$ cat src/rtl/sdram_arbiter_if.sv
// Engine-side and pin-side signals of the SDRAM command arbiter.
// The slave modport is the arbiter; the master modport is the engines plus the pin registers.
interface sdram_arbiter_if;
    logic        init_end;
    logic [3:0]  init_cmd;
    logic [11:0] init_addr;
    logic        ref_end;
    logic [3:0]  ref_cmd;
    logic [11:0] ref_addr;
    logic        wr_req;
    logic        wr_end;
    logic [3:0]  wr_cmd;
    logic [11:0] wr_addr;
    logic [1:0]  wr_bank;
    logic        rd_req;
    logic        rd_end;
    logic [3:0]  rd_cmd;
    logic [11:0] rd_addr;
    logic [1:0]  rd_bank;
    logic        ref_en;
    logic        wr_en;
    logic        rd_en;
    logic        ref_req;
    logic [3:0]  sdram_cmd;
    logic [11:0] sdram_addr;
    logic [1:0]  sdram_bank;

    modport slave (
        input  init_end, init_cmd, init_addr,
        input  ref_end, ref_cmd, ref_addr,
        input  wr_req, wr_end, wr_cmd, wr_addr, wr_bank,
        input  rd_req, rd_end, rd_cmd, rd_addr, rd_bank,
        output ref_en, wr_en, rd_en, ref_req,
        output sdram_cmd, sdram_addr, sdram_bank
    );

    modport master (
        output init_end, init_cmd, init_addr,
        output ref_end, ref_cmd, ref_addr,
        output wr_req, wr_end, wr_cmd, wr_addr, wr_bank,
        output rd_req, rd_end, rd_cmd, rd_addr, rd_bank,
        input  ref_en, wr_en, rd_en, ref_req,
        input  sdram_cmd, sdram_addr, sdram_bank
    );
endinterface

$ cat src/rtl/sdram_arbiter.sv
// SDRAM command-bus arbiter: init pass-through, periodic refresh scheduling and
// round-robin write/read grants, with a state-selected pin multiplexer.
module sdram_arbiter #(
    parameter int unsigned REF_PERIOD = 780
) (
    input  logic            clk,
    input  logic            rst,
    sdram_arbiter_if.slave  bus
);
    localparam int unsigned CNT_W   = 10;
    localparam int unsigned CMD_W   = 4;
    localparam int unsigned ADDR_W  = 12;
    localparam int unsigned BANK_W  = 2;
    localparam logic [CMD_W-1:0] CMD_NOP = 4'b0111;

    typedef enum logic [2:0] {
        S_INIT  = 3'd0,
        S_ARB   = 3'd1,
        S_AREF  = 3'd2,
        S_WRITE = 3'd3,
        S_READ  = 3'd4
    } state_t;

    state_t             state_q, state_d;
    logic               last_wr_q, last_wr_d;
    logic [CNT_W-1:0]   cnt_q, cnt_d;
    logic               ref_req_q, ref_req_d;
    logic               ref_en_q, ref_en_d;
    logic               wr_en_q, wr_en_d;
    logic               rd_en_q, rd_en_d;
    logic               expire_c;
    logic [CMD_W-1:0]   cmd_c;
    logic [ADDR_W-1:0]  addr_c;
    logic [BANK_W-1:0]  bank_c;

    // Next state, one-cycle grants on state entry, round-robin history
    always_comb begin
        state_d   = state_q;
        unique case (state_q)
            S_INIT:  if (bus.init_end) state_d = S_ARB;
            S_ARB: begin
                if (ref_req_q)                     state_d = S_AREF;
                else if (bus.wr_req && bus.rd_req) state_d = last_wr_q ? S_READ : S_WRITE;
                else if (bus.wr_req)               state_d = S_WRITE;
                else if (bus.rd_req)               state_d = S_READ;
            end
            S_AREF:  if (bus.ref_end) state_d = S_ARB;
            S_WRITE: if (bus.wr_end)  state_d = S_ARB;
            S_READ:  if (bus.rd_end)  state_d = S_ARB;
            default: state_d = S_ARB;
        endcase

        ref_en_d  = (state_d == S_AREF)  && (state_q != S_AREF);
        wr_en_d   = (state_d == S_WRITE) && (state_q != S_WRITE);
        rd_en_d   = (state_d == S_READ)  && (state_q != S_READ);

        last_wr_d = last_wr_q;
        if (wr_en_d)      last_wr_d = 1'b1;
        else if (rd_en_d) last_wr_d = 1'b0;
    end

    // Refresh timer; an expiry coinciding with a refresh grant keeps the request set
    always_comb begin
        expire_c  = 1'b0;
        cnt_d     = cnt_q;
        if (state_d == S_INIT) begin
            cnt_d = '0;
        end else if (cnt_q == CNT_W'(REF_PERIOD - 1)) begin
            cnt_d    = '0;
            expire_c = 1'b1;
        end else begin
            cnt_d = cnt_q + CNT_W'(1);
        end

        ref_req_d = ref_req_q;
        if (expire_c)      ref_req_d = 1'b1;
        else if (ref_en_d) ref_req_d = 1'b0;
    end

    always_ff @(posedge clk or posedge rst) begin
        if (rst) begin
            state_q   <= S_INIT;
            last_wr_q <= 1'b0;
            cnt_q     <= '0;
            ref_req_q <= 1'b0;
            ref_en_q  <= 1'b0;
            wr_en_q   <= 1'b0;
            rd_en_q   <= 1'b0;
        end else begin
            state_q   <= state_d;
            last_wr_q <= last_wr_d;
            cnt_q     <= cnt_d;
            ref_req_q <= ref_req_d;
            ref_en_q  <= ref_en_d;
            wr_en_q   <= wr_en_d;
            rd_en_q   <= rd_en_d;
        end
    end

    // Pin multiplexer follows the registered state so the owning engine drives the pins directly
    always_comb begin
        cmd_c  = CMD_NOP;
        addr_c = '0;
        bank_c = '0;
        unique case (state_q)
            S_INIT: begin
                cmd_c  = bus.init_cmd;
                addr_c = bus.init_addr;
            end
            S_AREF: begin
                cmd_c  = bus.ref_cmd;
                addr_c = bus.ref_addr;
            end
            S_WRITE: begin
                cmd_c  = bus.wr_cmd;
                addr_c = bus.wr_addr;
                bank_c = bus.wr_bank;
            end
            S_READ: begin
                cmd_c  = bus.rd_cmd;
                addr_c = bus.rd_addr;
                bank_c = bus.rd_bank;
            end
            default: ;
        endcase
    end

    assign bus.ref_en     = ref_en_q;
    assign bus.wr_en      = wr_en_q;
    assign bus.rd_en      = rd_en_q;
    assign bus.ref_req    = ref_req_q;
    assign bus.sdram_cmd  = cmd_c;
    assign bus.sdram_addr = addr_c;
    assign bus.sdram_bank = bank_c;
endmodule
$ cat src/flat_wrapper.sv
// flat-port wrapper written by rule: the top's interface ports become plain ports
module sdram_arbiter_flat 
#(
    parameter int unsigned REF_PERIOD = 780
)
  (clk, rst, bus_init_end, bus_init_cmd, bus_init_addr, bus_ref_end, bus_ref_cmd, bus_ref_addr, bus_wr_req, bus_wr_end, bus_wr_cmd, bus_wr_addr, bus_wr_bank, bus_rd_req, bus_rd_end, bus_rd_cmd, bus_rd_addr, bus_rd_bank, bus_ref_en, bus_wr_en, bus_rd_en, bus_ref_req, bus_sdram_cmd, bus_sdram_addr, bus_sdram_bank);
  sdram_arbiter_if bus_i ();
  input  logic clk;
  input  logic rst;
  input wire logic [$bits(bus_i.init_end)-1:0] bus_init_end;
  input wire logic [$bits(bus_i.init_cmd)-1:0] bus_init_cmd;
  input wire logic [$bits(bus_i.init_addr)-1:0] bus_init_addr;
  input wire logic [$bits(bus_i.ref_end)-1:0] bus_ref_end;
  input wire logic [$bits(bus_i.ref_cmd)-1:0] bus_ref_cmd;
  input wire logic [$bits(bus_i.ref_addr)-1:0] bus_ref_addr;
  input wire logic [$bits(bus_i.wr_req)-1:0] bus_wr_req;
  input wire logic [$bits(bus_i.wr_end)-1:0] bus_wr_end;
  input wire logic [$bits(bus_i.wr_cmd)-1:0] bus_wr_cmd;
  input wire logic [$bits(bus_i.wr_addr)-1:0] bus_wr_addr;
  input wire logic [$bits(bus_i.wr_bank)-1:0] bus_wr_bank;
  input wire logic [$bits(bus_i.rd_req)-1:0] bus_rd_req;
  input wire logic [$bits(bus_i.rd_end)-1:0] bus_rd_end;
  input wire logic [$bits(bus_i.rd_cmd)-1:0] bus_rd_cmd;
  input wire logic [$bits(bus_i.rd_addr)-1:0] bus_rd_addr;
  input wire logic [$bits(bus_i.rd_bank)-1:0] bus_rd_bank;
  output wire logic [$bits(bus_i.ref_en)-1:0] bus_ref_en;
  output wire logic [$bits(bus_i.wr_en)-1:0] bus_wr_en;
  output wire logic [$bits(bus_i.rd_en)-1:0] bus_rd_en;
  output wire logic [$bits(bus_i.ref_req)-1:0] bus_ref_req;
  output wire logic [$bits(bus_i.sdram_cmd)-1:0] bus_sdram_cmd;
  output wire logic [$bits(bus_i.sdram_addr)-1:0] bus_sdram_addr;
  output wire logic [$bits(bus_i.sdram_bank)-1:0] bus_sdram_bank;
  assign bus_i.init_end = bus_init_end;
  assign bus_i.init_cmd = bus_init_cmd;
  assign bus_i.init_addr = bus_init_addr;
  assign bus_i.ref_end = bus_ref_end;
  assign bus_i.ref_cmd = bus_ref_cmd;
  assign bus_i.ref_addr = bus_ref_addr;
  assign bus_i.wr_req = bus_wr_req;
  assign bus_i.wr_end = bus_wr_end;
  assign bus_i.wr_cmd = bus_wr_cmd;
  assign bus_i.wr_addr = bus_wr_addr;
  assign bus_i.wr_bank = bus_wr_bank;
  assign bus_i.rd_req = bus_rd_req;
  assign bus_i.rd_end = bus_rd_end;
  assign bus_i.rd_cmd = bus_rd_cmd;
  assign bus_i.rd_addr = bus_rd_addr;
  assign bus_i.rd_bank = bus_rd_bank;
  assign bus_ref_en = bus_i.ref_en;
  assign bus_wr_en = bus_i.wr_en;
  assign bus_rd_en = bus_i.rd_en;
  assign bus_ref_req = bus_i.ref_req;
  assign bus_sdram_cmd = bus_i.sdram_cmd;
  assign bus_sdram_addr = bus_i.sdram_addr;
  assign bus_sdram_bank = bus_i.sdram_bank;
  sdram_arbiter #(.REF_PERIOD(REF_PERIOD)) u_core (.clk(clk), .rst(rst), .bus(bus_i));
endmodule
$ cat config.mk
export PLATFORM = sky130hd
export DESIGN_NAME = sdram_arbiter_flat
export DESIGN_NICKNAME = d
export VERILOG_FILES = /design/src/rtl/sdram_arbiter_if.sv /design/src/rtl/sdram_arbiter.sv /design/src/flat_wrapper.sv
export SDC_FILE = /design/constraint.sdc
export NUM_CORES = 1
export LEC_CHECK = 0
export BUFFER_PORTS_ARGS = -buffer_cell sky130_fd_sc_hd__buf_2
export CORE_ASPECT_RATIO = 0.75
export CORE_MARGIN = 10
export CORE_UTILIZATION = 25
export CTS_CLUSTER_SIZE = 40
export DETAILED_ROUTE_END_ITERATION = 8
export PLACE_DENSITY = 0.55
export SLEW_MARGIN = 0
export SYNTH_ARGS = -nofsm -noshare
export SYNTH_HDL_FRONTEND = slang
export SYNTH_SLANG_ARGS = --single-unit
$ cat constraint.sdc
create_clock -name clk -period 4.4 [get_ports clk]
set_input_delay 0.88 -clock clk [delete_from_list [all_inputs] [get_ports clk]]
set_output_delay 0.88 -clock clk [all_outputs]
set_load 0.02 [all_outputs]
==> results of run 1 <==
-- cells by family after synthesis --
family	Yosys count
simple gates	81
compound gates	47
xor+xnor	8
buf+inv	17
fa+ha+maj	1
mux	13
flops	18
-- cells in the mapped netlist (all sizes together) --
cell	number	share of area (%)
nand2	22	5.7
nor2	22	5.7
a21oi	19	6.5
dfrtp	18	31
o21ai	14	4.8
mux2i	13	8.9
nor3	13	4.5
buf	8	2.9
inv	6	1.5
xnor2	6	3.6
nand2b	5	2.1
nor2b	5	2.1
a211oi	3	1.5
clkbuf	3	0.77
nand3	3	1.0
nor4	3	2.3
o22a	3	1.8
a21bo	2	1.4
a32o	2	1.4
nor4b	2	1.6
xor2	2	1.2
a221oi	1	1.8
a22oi	1	0.52
a32oi	1	0.60
and2	1	0.43
ha	1	0.86
nand4	1	0.43
nor3b	1	0.86
o41ai	1	0.60
or2	1	0.43
or3	1	0.43
or3b	1	0.60
-- how the worst max path moves through the flow --
stage	from	end	slack, ns	depth (start not counted)
after floorplan	u_core.state_q[2]	bus_sdram_addr[0]	1.89	5
after global placement	u_core.state_q[2]	bus_sdram_addr[4]	1.46	4
after detailed placement	u_core.state_q[2]	bus_sdram_addr[8]	1.46	4
after CTS	u_core.state_q[0]	bus_sdram_cmd[3]	1.16	5
after global routing	u_core.state_q[2]	bus_sdram_addr[8]	0.94	4
final	u_core.state_q[0]	bus_sdram_cmd[3]	1.15	5
-- through the flow --
stage / power, mW / utilization [%] / hold WS [ns] / std cells / cell area, um2
finish: 1.27 / 37.5 / 0.478 / 353 / 2060
global route: 1.37 / 37.5 / 0.513 / 353 / 2060
CTS: 1.28 / 37.5 / 0.482 / 353 / 2060
detailed placement: 1.14 / 36.5 / 0.473 / 349 / 2000
global placement: 1.14 / 36.5 / 0.463 / 349 / 2000
floorplan: 0.902 / - / 0.444 / 185 / 1460
-- per-layer routing --
metal	part of all wire [%]	vias up	global-route usage, %
met2	52	44	19.6
met4	1.7	0	3.75
met5	0	-	0
li1	-	836	-
met3	4.4	8	2.39
met1	42	727	13.3
-- state kept, by name, summed over array words and instances, names as in the netlist --
| register | flops |
|---|---|
| u_core.state_q | 3 |
| u_core.cnt_q | 10 |
| u_core.bus.rd_en | 1 |
| u_core.last_wr_q | 1 |
| u_core.bus.wr_en | 1 |
| u_core.bus.ref_req | 1 |
| u_core.bus.ref_en | 1 |
-- final cells by class --
cell class / instances / area share [%]
Clock buffer: 4 / 2.67
Timing Repair Buffer: 100 / 24.7
Tap cell: 75 / 4.56
Inverter: 6 / 1.09
Multi-Input combinational cell: 150 / 45.1
Sequential cell: 18 / 21.9
-- power by group through the flow --
stage | clock [mW] | sequential (mW) | combinational (mW)
4_1_cts | 0.140 | 0.300 | 0.843
5_1_grt | 0.147 | 0.310 | 0.914
3_5_place_dp | 0 | 0.302 | 0.841
6_report | 0.134 | 0.299 | 0.834
2_1_floorplan | 0 | 0.263 | 0.639
3_3_place_gp | 0 | 0.301 | 0.838
==> metrics.cfg, run 1 <==
[detailed_routing]
drc=0
vias_per_cell=4.58
wl_um=5340
postRouteAntennaNets=0
post_drt_wl_per_cell_um=15.1
routed-via-count=1615
drt-initial-drc-count=68
firstDrtPassIters=4

[synthesis]
synthAdderAreaFrac_pct=0.859
yosysWarnings=0
synth_top_family_by_area=simple AND/OR/NAND/NOR gates
syn_inst=185
synth_area_mm2=0.00146
muxShareOfSynthArea_pct=8.93
synth_cell_type_count=36
syn_avg_cell_area_um2=7.87
synth-simple-area-share_pct=28.3
synth_xor_area_share_pct=4.81
synth_compound_area_share_pct=21.0
syn_nets=262
ys_seq_area_share_pct=30.9
ys_ff_latch=18

[min_path]
whs_endpoint=u_core.cnt_q[0]
hold_depth=1
min_from=u_core.cnt_q[0]
hold_class=reg2reg

[flow_run]
drv_cap=0

[setup_path]
critPathMaxStageDelay_ns=0.80
slowest_stage=dfrtp_1
reg2reg_from=u_core.state_q[1]
path_delay_family=simple AND/OR/NAND/NOR gates
rr_worst_depth=5
path_class=reg2out
crit_buf_inv=1
regToRegEndpoint=u_core.cnt_q[9]
startpoint_type=flop
cpMostUsedCell=nand2_1
crit_fanout=25
cp.required_ns=3.52
worst_setup_path_end_kind=primary output
rrSetupSlack_ns=2.08
crit_arrival_ns=2.37
crit_chain=nand2_1, nor2_1, nand2_1, o21ai_0, buf_2

[global_route]
grt_pass1_wl_um=8400
antenna_found_initial=0
grt_max_degree=26
overflow=0
grtUsageTotal_pct=11.2
grt_pass1_vias=1641

[floorplanning]
rows=23
dieArea_mm2=0.00931
die_w_um=108
core_area_mm2=0.00550
initial_core_util_pct=26.5
die_h_um=86.1
io_pins=98

[power_and_ir_drop]
leakagePower_nw=1.00
power_density_mw_per_mm2=615
p_sw_share_pct=51.2
seqPwrFrac_pct=23.6
ir_drop_mv=0.216
combPwrFrac_pct=65.8
intPower_uw=619
pwr-share-clk_pct=10.6
p_switching_uw=649

[clocking]
post-cts-setup-buffer-count=0
cts_resized=0
clockBufferDepth=2
htree_levels=1
cts.clk_slew.worst_paths_ns=0.06
cts_made_buffers=3
clk_latency_ns=0.25
clockRootBuffer=clkbuf_8
clock_sinks=18
cts_hold_buffers=0
cts_tree=built

[layout]
final_layout_size_suffix_gt1_share_pct=39.9
diodes=0
multi_input_area_um2=930
mostFrequentLayoutCells=buf_2 (97), nor2_1 (22), nand2_1 (22)
mostFrequentLayoutCell=buf_2
seq_area_um2=450
fill_cells=583
fin_nets=356
area_growth_pct=41.4

[timing]
min_period_ns=3.25
worst_slack_ns=1.15
tns_ns=0
fmax_mhz=308
slew_viol_final=0
skew_ns=0.00467
fin_crit_sh_pct=73.9
hold_viol=0
max_slew.worst_pin.slew_ns=0.983
slew_headroom_pct=34.3
finalSetupViolations=0
rsz0062_at_grt=false

[status]
status=complete, no violations

[placement]
hpwl_um=4420
pre_cts_ws_ns=1.46
gp_congestion=0.897
portBuffers=97

Power figures use the tool's default switching activity.
==> run 2, diff against run 1 <==
clock period = 3 ns   (was 4.4 ns; I/O delays follow)
==> run 2 against run 1 <==
Effect of this change: final cell count increased by 0.57%; die area unchanged; clock skew decreased by 0.0016 ns; total power increased by 48%; utilization increased by 0.27 points; sequential share of layout area decreased by 0.16 points; non-clock buffer count increased by 2; setup slack got worse by 0.79 ns; sequential power increased by 33%; via count increased by 0.43%; critical endpoint is now bus_sdram_addr[7].
==> metrics.cfg, run 2 (same netlist as run 1, synthesis figures left out) <==
[timing]
hold_viol=0  ; unchanged
skew_ns=0.00303  ; -0.00164 ns
max_slew.worst_pin.slew_ns=1.07  ; +0.0859 ns
rsz0062_at_grt=false
slew_viol_final=0  ; unchanged
finalSetupViolations=0  ; unchanged
tns_ns=0  ; unchanged
min_period_ns=2.64
fmax_mhz=379
fin_crit_sh_pct=87.9
slew_headroom_pct=28.6  ; -5.7 points

[floorplanning]
die_w_um=108  ; unchanged
die_h_um=86.1  ; unchanged
io_pins=98  ; unchanged
dieArea_mm2=0.00931  ; unchanged
initial_core_util_pct=26.5  ; unchanged
core_area_mm2=0.00550  ; unchanged
rows=23  ; unchanged

[clocking]
cts_hold_buffers=0  ; unchanged
clockRootBuffer=clkbuf_8
cts_made_buffers=3  ; unchanged
cts.clk_slew.worst_paths_ns=0.07  ; about the same
post-cts-setup-buffer-count=0  ; unchanged
clockBufferDepth=2  ; unchanged
htree_levels=1  ; unchanged
cts_resized=0  ; unchanged
clk_latency_ns=0.25  ; about the same
clock_sinks=18  ; unchanged
cts_tree=built

[power_and_ir_drop]
ir_drop_mv=0.248  ; +15%
p_switching_uw=965  ; +49%
leakagePower_nw=1.01  ; +1.1%
seqPwrFrac_pct=21.2  ; -2.4 points
combPwrFrac_pct=68.3  ; +2.5 points
p_sw_share_pct=51.3  ; +0.13 points
power_density_mw_per_mm2=906  ; +47%
pwr-share-clk_pct=10.5  ; about the same
intPower_uw=915  ; +48%

[global_route]
grt_pass1_vias=1575  ; -4.0%
grt_max_degree=32  ; +23%
overflow=0  ; unchanged
grt_pass1_wl_um=8310  ; -1.2%
antenna_found_initial=0  ; unchanged
grtUsageTotal_pct=11.2  ; -0.046 points

[layout]
final_core_util_pct=37.7  ; +0.27 points
area_growth_pct=42.4
fin_nets=358  ; +0.56%
top_register=u_core.cnt_q
diodes=0  ; unchanged
fill_cells=595  ; +2.1%
final_layout_size_suffix_gt1_share_pct=40.4  ; +0.43 points
mostFrequentLayoutCells=buf_2 (97), nor2_1 (22), nand2_1 (22)
largest_register_ffs=10  ; unchanged
mostFrequentLayoutCell=buf_2
largestRegisters=u_core.cnt_q x10, u_core.state_q x3

[setup_path]
crit_chain=nor2b_1, a21oi_1, o21ai_0, buf_2
worstSetupPathDepth=4  ; -1
cp.required_ns=2.40  ; -1.12 ns
slowest_stage=nor2b_1
path_delay_family=simple AND/OR/NAND/NOR gates
startpoint_type=flop
critPathMaxStageDelay_ns=0.82  ; +0.02 ns
rr_worst_depth=4  ; -1
crit_fanout=14  ; -44%
crit_arrival_ns=2.04  ; -0.33 ns
worst_setup_path_end_kind=primary output
path_class=reg2out
crit_buf_inv=1  ; unchanged

[detailed_routing]
drt-initial-drc-count=85  ; +25%
wl_um=5460  ; +2.3%
drc=0  ; unchanged
post_drt_wl_per_cell_um=15.4  ; +1.7%
postRouteAntennaNets=0  ; unchanged
firstDrtPassIters=5  ; +1
routed-via-count=1622  ; +0.43%
vias_per_cell=4.57  ; -0.13%

[placement]
hpwl_um=4450  ; +0.72%
gp_congestion=0.858  ; -4.3%
portBuffers=97  ; unchanged

[status]
status=complete, no violations

[flow_run]
drv_cap=0  ; unchanged

[min_path]
hold_class=in2async

-- run 2: cell types whose count changed in the layout (fill, tap and decap cells not counted), sizes merged --
cell | before | now
buf | 100 | 102
-- run 2: through the flow --
step                cell area [um2]  instances  hold slack (ns)  total power, mW  setup slack, ns
global route                   2070        355            0.489             2.04            0.160
detailed placement             2020        351            0.465             1.69            0.632
CTS                            2070        355            0.466             1.90            0.366
finish                         2070        355            0.445             1.88            0.363
global placement               2020        351            0.459             1.68            0.707
floorplan                      1460        185            0.444             1.32            0.769
-- run 2: area by class of cell --
| class | count | area [um2] | area share [%] |
|---|---|---|---|
| Clock buffer | 4 | 55.1 | 2.65 |
| Sequential cell | 18 | 450 | 21.7 |
| Multi-Input combinational cell | 150 | 930 | 44.8 |
| Inverter | 6 | 22.5 | 1.09 |
| Timing Repair Buffer | 102 | 523 | 25.2 |
| Tap cell | 75 | 93.8 | 4.52 |
-- run 2: worst paths after layout --
path / to / startpoint / slack (ns)
max reg2reg: u_core.cnt_q[6] / u_core.state_q[0] / 0.91
min in group clk: u_core.cnt_q[0] / u_core.cnt_q[0] / 0.47
max: bus_sdram_addr[7] / u_core.state_q[1] / 0.36
min: u_core.state_q[1] / rst / 0.44
min reg2reg: u_core.cnt_q[0] / u_core.cnt_q[0] / 0.47
max in group asynchronous: u_core.state_q[0] / rst / 2.12
-- run 2: per-layer routing --
layer  GRT usage (%)  up-vias  part of all wire [%]
li1                -      843                     -
met1            14.0      739                    45
met2            19.5       36                    51
met3            2.24        4                   3.6
met4            1.94        0                  0.46
met5               0        -                     0
-- run 2: power groups by stage --
stage	clock network (mW)	registers, mW	logic (mW)
after floorplan	0	0.386	0.938
after global routing	0.220	0.411	1.41
after global placement	0	0.402	1.28
after detailed placement	0	0.400	1.29
after CTS	0.208	0.397	1.30
final	0.198	0.398	1.28
-- run 2: worst reg2reg max path, stage by stage, from the launching register on --
cell     delay, ns
dfrtp_1       0.65
nor4b_1       0.39
a21oi_1       0.16
nor4_4        0.60
nor3_1        0.14
==> run 3, diff against run 2 <==
MAX_ROUTING_LAYER = met4   (was unset)
PLACE_DENSITY = 0.58   (was 0.55)
==> run 3 against run 2 <==
Effect of this change: die area is the same; clock power barely moved; via count is 2.0% higher; critical endpoint is now bus_sdram_addr[1]; highest routed layer unchanged.
==> metrics.cfg, run 3 (same netlist as run 1, synthesis figures left out) <==
[power_and_ir_drop]
leakagePower_nw=1.04  ; +2.5%
power_density_mw_per_mm2=912  ; +0.63%
p_switching_uw=973  ; +0.80%
combPwrFrac_pct=69.6  ; +1.3 points
intPower_uw=956  ; +4.4%
pwr-share-clk_pct=10.1  ; -0.4 points
seqPwrFrac_pct=20.3  ; -0.9 points
p_sw_share_pct=50.4  ; -0.89 points
ir_drop_mv=0.309  ; +24%

[detailed_routing]
drc=0  ; unchanged
met3_length_um=217  ; +10%
drt-initial-drc-count=88  ; +3.5%
met1_length_um=2420  ; -1.7%
vias_per_cell=4.58  ; +0.28%
firstDrtPassIters=5  ; unchanged
wl_um=5460  ; about the same
routed-via-count=1654  ; +2.0%
wl_met2_um=2710  ; -2.4%
postRouteAntennaNets=0  ; unchanged
top_layer=met4
post_drt_wl_per_cell_um=15.1  ; -1.7%

[timing]
hold_viol=0  ; unchanged
rsz0062_at_grt=false
hold-worst-slack_ns=0.454  ; +0.00914 ns
fmax_mhz=434  ; +14%
slew_viol_final=0  ; unchanged
fin_crit_sh_pct=76.8  ; -11 points
max_slew.worst_pin.slew_ns=0.694  ; -0.374 ns
slew_headroom_pct=53.7  ; +25 points
finalSetupViolations=0  ; unchanged
min_period_ns=2.31  ; -0.332 ns
skew_ns=0.00199  ; -0.00104 ns
tns_ns=0  ; unchanged

[clocking]
clockRootBuffer=clkbuf_8
cts_made_buffers=3  ; unchanged
post-cts-setup-buffer-count=0  ; unchanged
cts_tree=built
clock_sinks=18  ; unchanged
clockBufferDepth=2  ; unchanged
cts_hold_buffers=0  ; unchanged
htree_levels=1  ; unchanged
cts.clk_slew.worst_paths_ns=0.07  ; about the same
cts_resized=0  ; unchanged
clk_latency_ns=0.25  ; about the same

[layout]
final_cells=361  ; +1.7%
largest_register_ffs=10  ; unchanged
final_layout_size_suffix_gt1_share_pct=41.4  ; +1.0 points
top_register=u_core.cnt_q
mostFrequentLayoutCell=buf_2
largestRegisters=u_core.cnt_q x10, u_core.state_q x3
mostFrequentLayoutCells=buf_2 (97), nor2_1 (22), nand2_1 (22)
final_core_util_pct=38.5  ; +0.73 points
fin_nets=363  ; +1.4%
area_growth_pct=45.2

[global_route]
grt_pass1_vias=1665  ; +5.7%
grtUsageTotal_pct=11.8  ; +0.62 points
antenna_found_initial=1  ; +1
grt_pass1_wl_um=8640  ; +4.0%
overflow=0  ; unchanged
grt_max_degree=19  ; -41%

[placement]
gp_congestion=0.875  ; +1.9%
portBuffers=97  ; unchanged
placedCellCount=356  ; +1.4%
hpwl_um=4550  ; +2.1%

[floorplanning]
rows=23  ; unchanged
dieArea_mm2=0.00931  ; unchanged
die_w_um=108  ; unchanged
io_pins=98  ; unchanged
core_area_mm2=0.00550  ; unchanged
initial_core_util_pct=26.5  ; unchanged
die_h_um=86.1  ; unchanged

[setup_path]
crit_fanout=14  ; unchanged
cp.required_ns=2.40  ; about the same
worst_setup_path_end_kind=primary output
startpoint_type=flop
cpMostUsedCell=buf_4
path_class=reg2out
crit_arrival_ns=1.71  ; -0.33 ns
critPathMaxStageDelay_ns=0.43  ; -0.39 ns
crit_chain=buf_4, nor2b_1, buf_4, a21oi_1, o21ai_0, buf_2
slowest_stage=dfrtp_1

[flow_run]
drv_cap=0  ; unchanged

[status]
status=complete, no violations

[min_path]
hold_class=in2async

[run 3: cell count changes in the layout (fill, tap and decap cells not counted)]
cell / before / now
diode_2: 0 / 1
buf_4: 5 / 10
[run 3: final timing paths]
path                              startpoint  slack [ns]  cells after the start           endpoint
max                        u_core.state_q[1]        0.69                      6  bus_sdram_addr[1]
min                                      rst        0.45                      2  u_core.state_q[1]
max reg2reg                u_core.state_q[2]        0.94                      5    u_core.cnt_q[3]
min reg2reg                  u_core.cnt_q[0]        0.47                      1    u_core.cnt_q[0]
max in group asynchronous                rst        2.11                      2    u_core.cnt_q[6]
min in group clk             u_core.cnt_q[0]        0.47                      1    u_core.cnt_q[0]
[run 3: cell type report]
class | instances | area [um2]
Multi-Input combinational cell | 150 | 930
Inverter | 6 | 22.5
Sequential cell | 18 | 450
Clock buffer | 4 | 55.1
Tap cell | 75 | 93.8
Antenna cell | 1 | 2.50
Timing Repair Buffer | 107 | 561
Fill cell | 583 | 3380
[run 3: per-layer routing]
layer	global-route usage [%]	vias to the layer above
li1	-	855
met1	14.0	753
met2	19.7	38
met3	2.47	8
met4	3.27	0
met5	-	-
[run 3: stage by stage]
stage	total power [mW]	worst slack, ns	cell area [um2]
after global routing	2.09	0.558	2110
after detailed placement	1.74	0.927	2060
after CTS	1.95	0.700	2110
after global placement	1.74	0.881	2060
final	1.93	0.695	2110
after floorplan	1.32	0.769	1460
[run 3: power by group through the flow]
stage	logic (mW)	registers, mW	clock network [mW]
2_1_floorplan	0.938	0.386	0
3_3_place_gp	1.35	0.394	0
3_5_place_dp	1.34	0.397	0
4_1_cts	1.35	0.393	0.204
5_1_grt	1.47	0.404	0.217
6_report	1.34	0.392	0.195
[run 3: worst max-delay path, delay by kind of cell, from the launching register on]
family | cells | cell delay, ns
simple gates | 1 | 0.12
flops | 1 | 0.43
buf+inv | 3 | 0.63
compound gates | 2 | 0.27
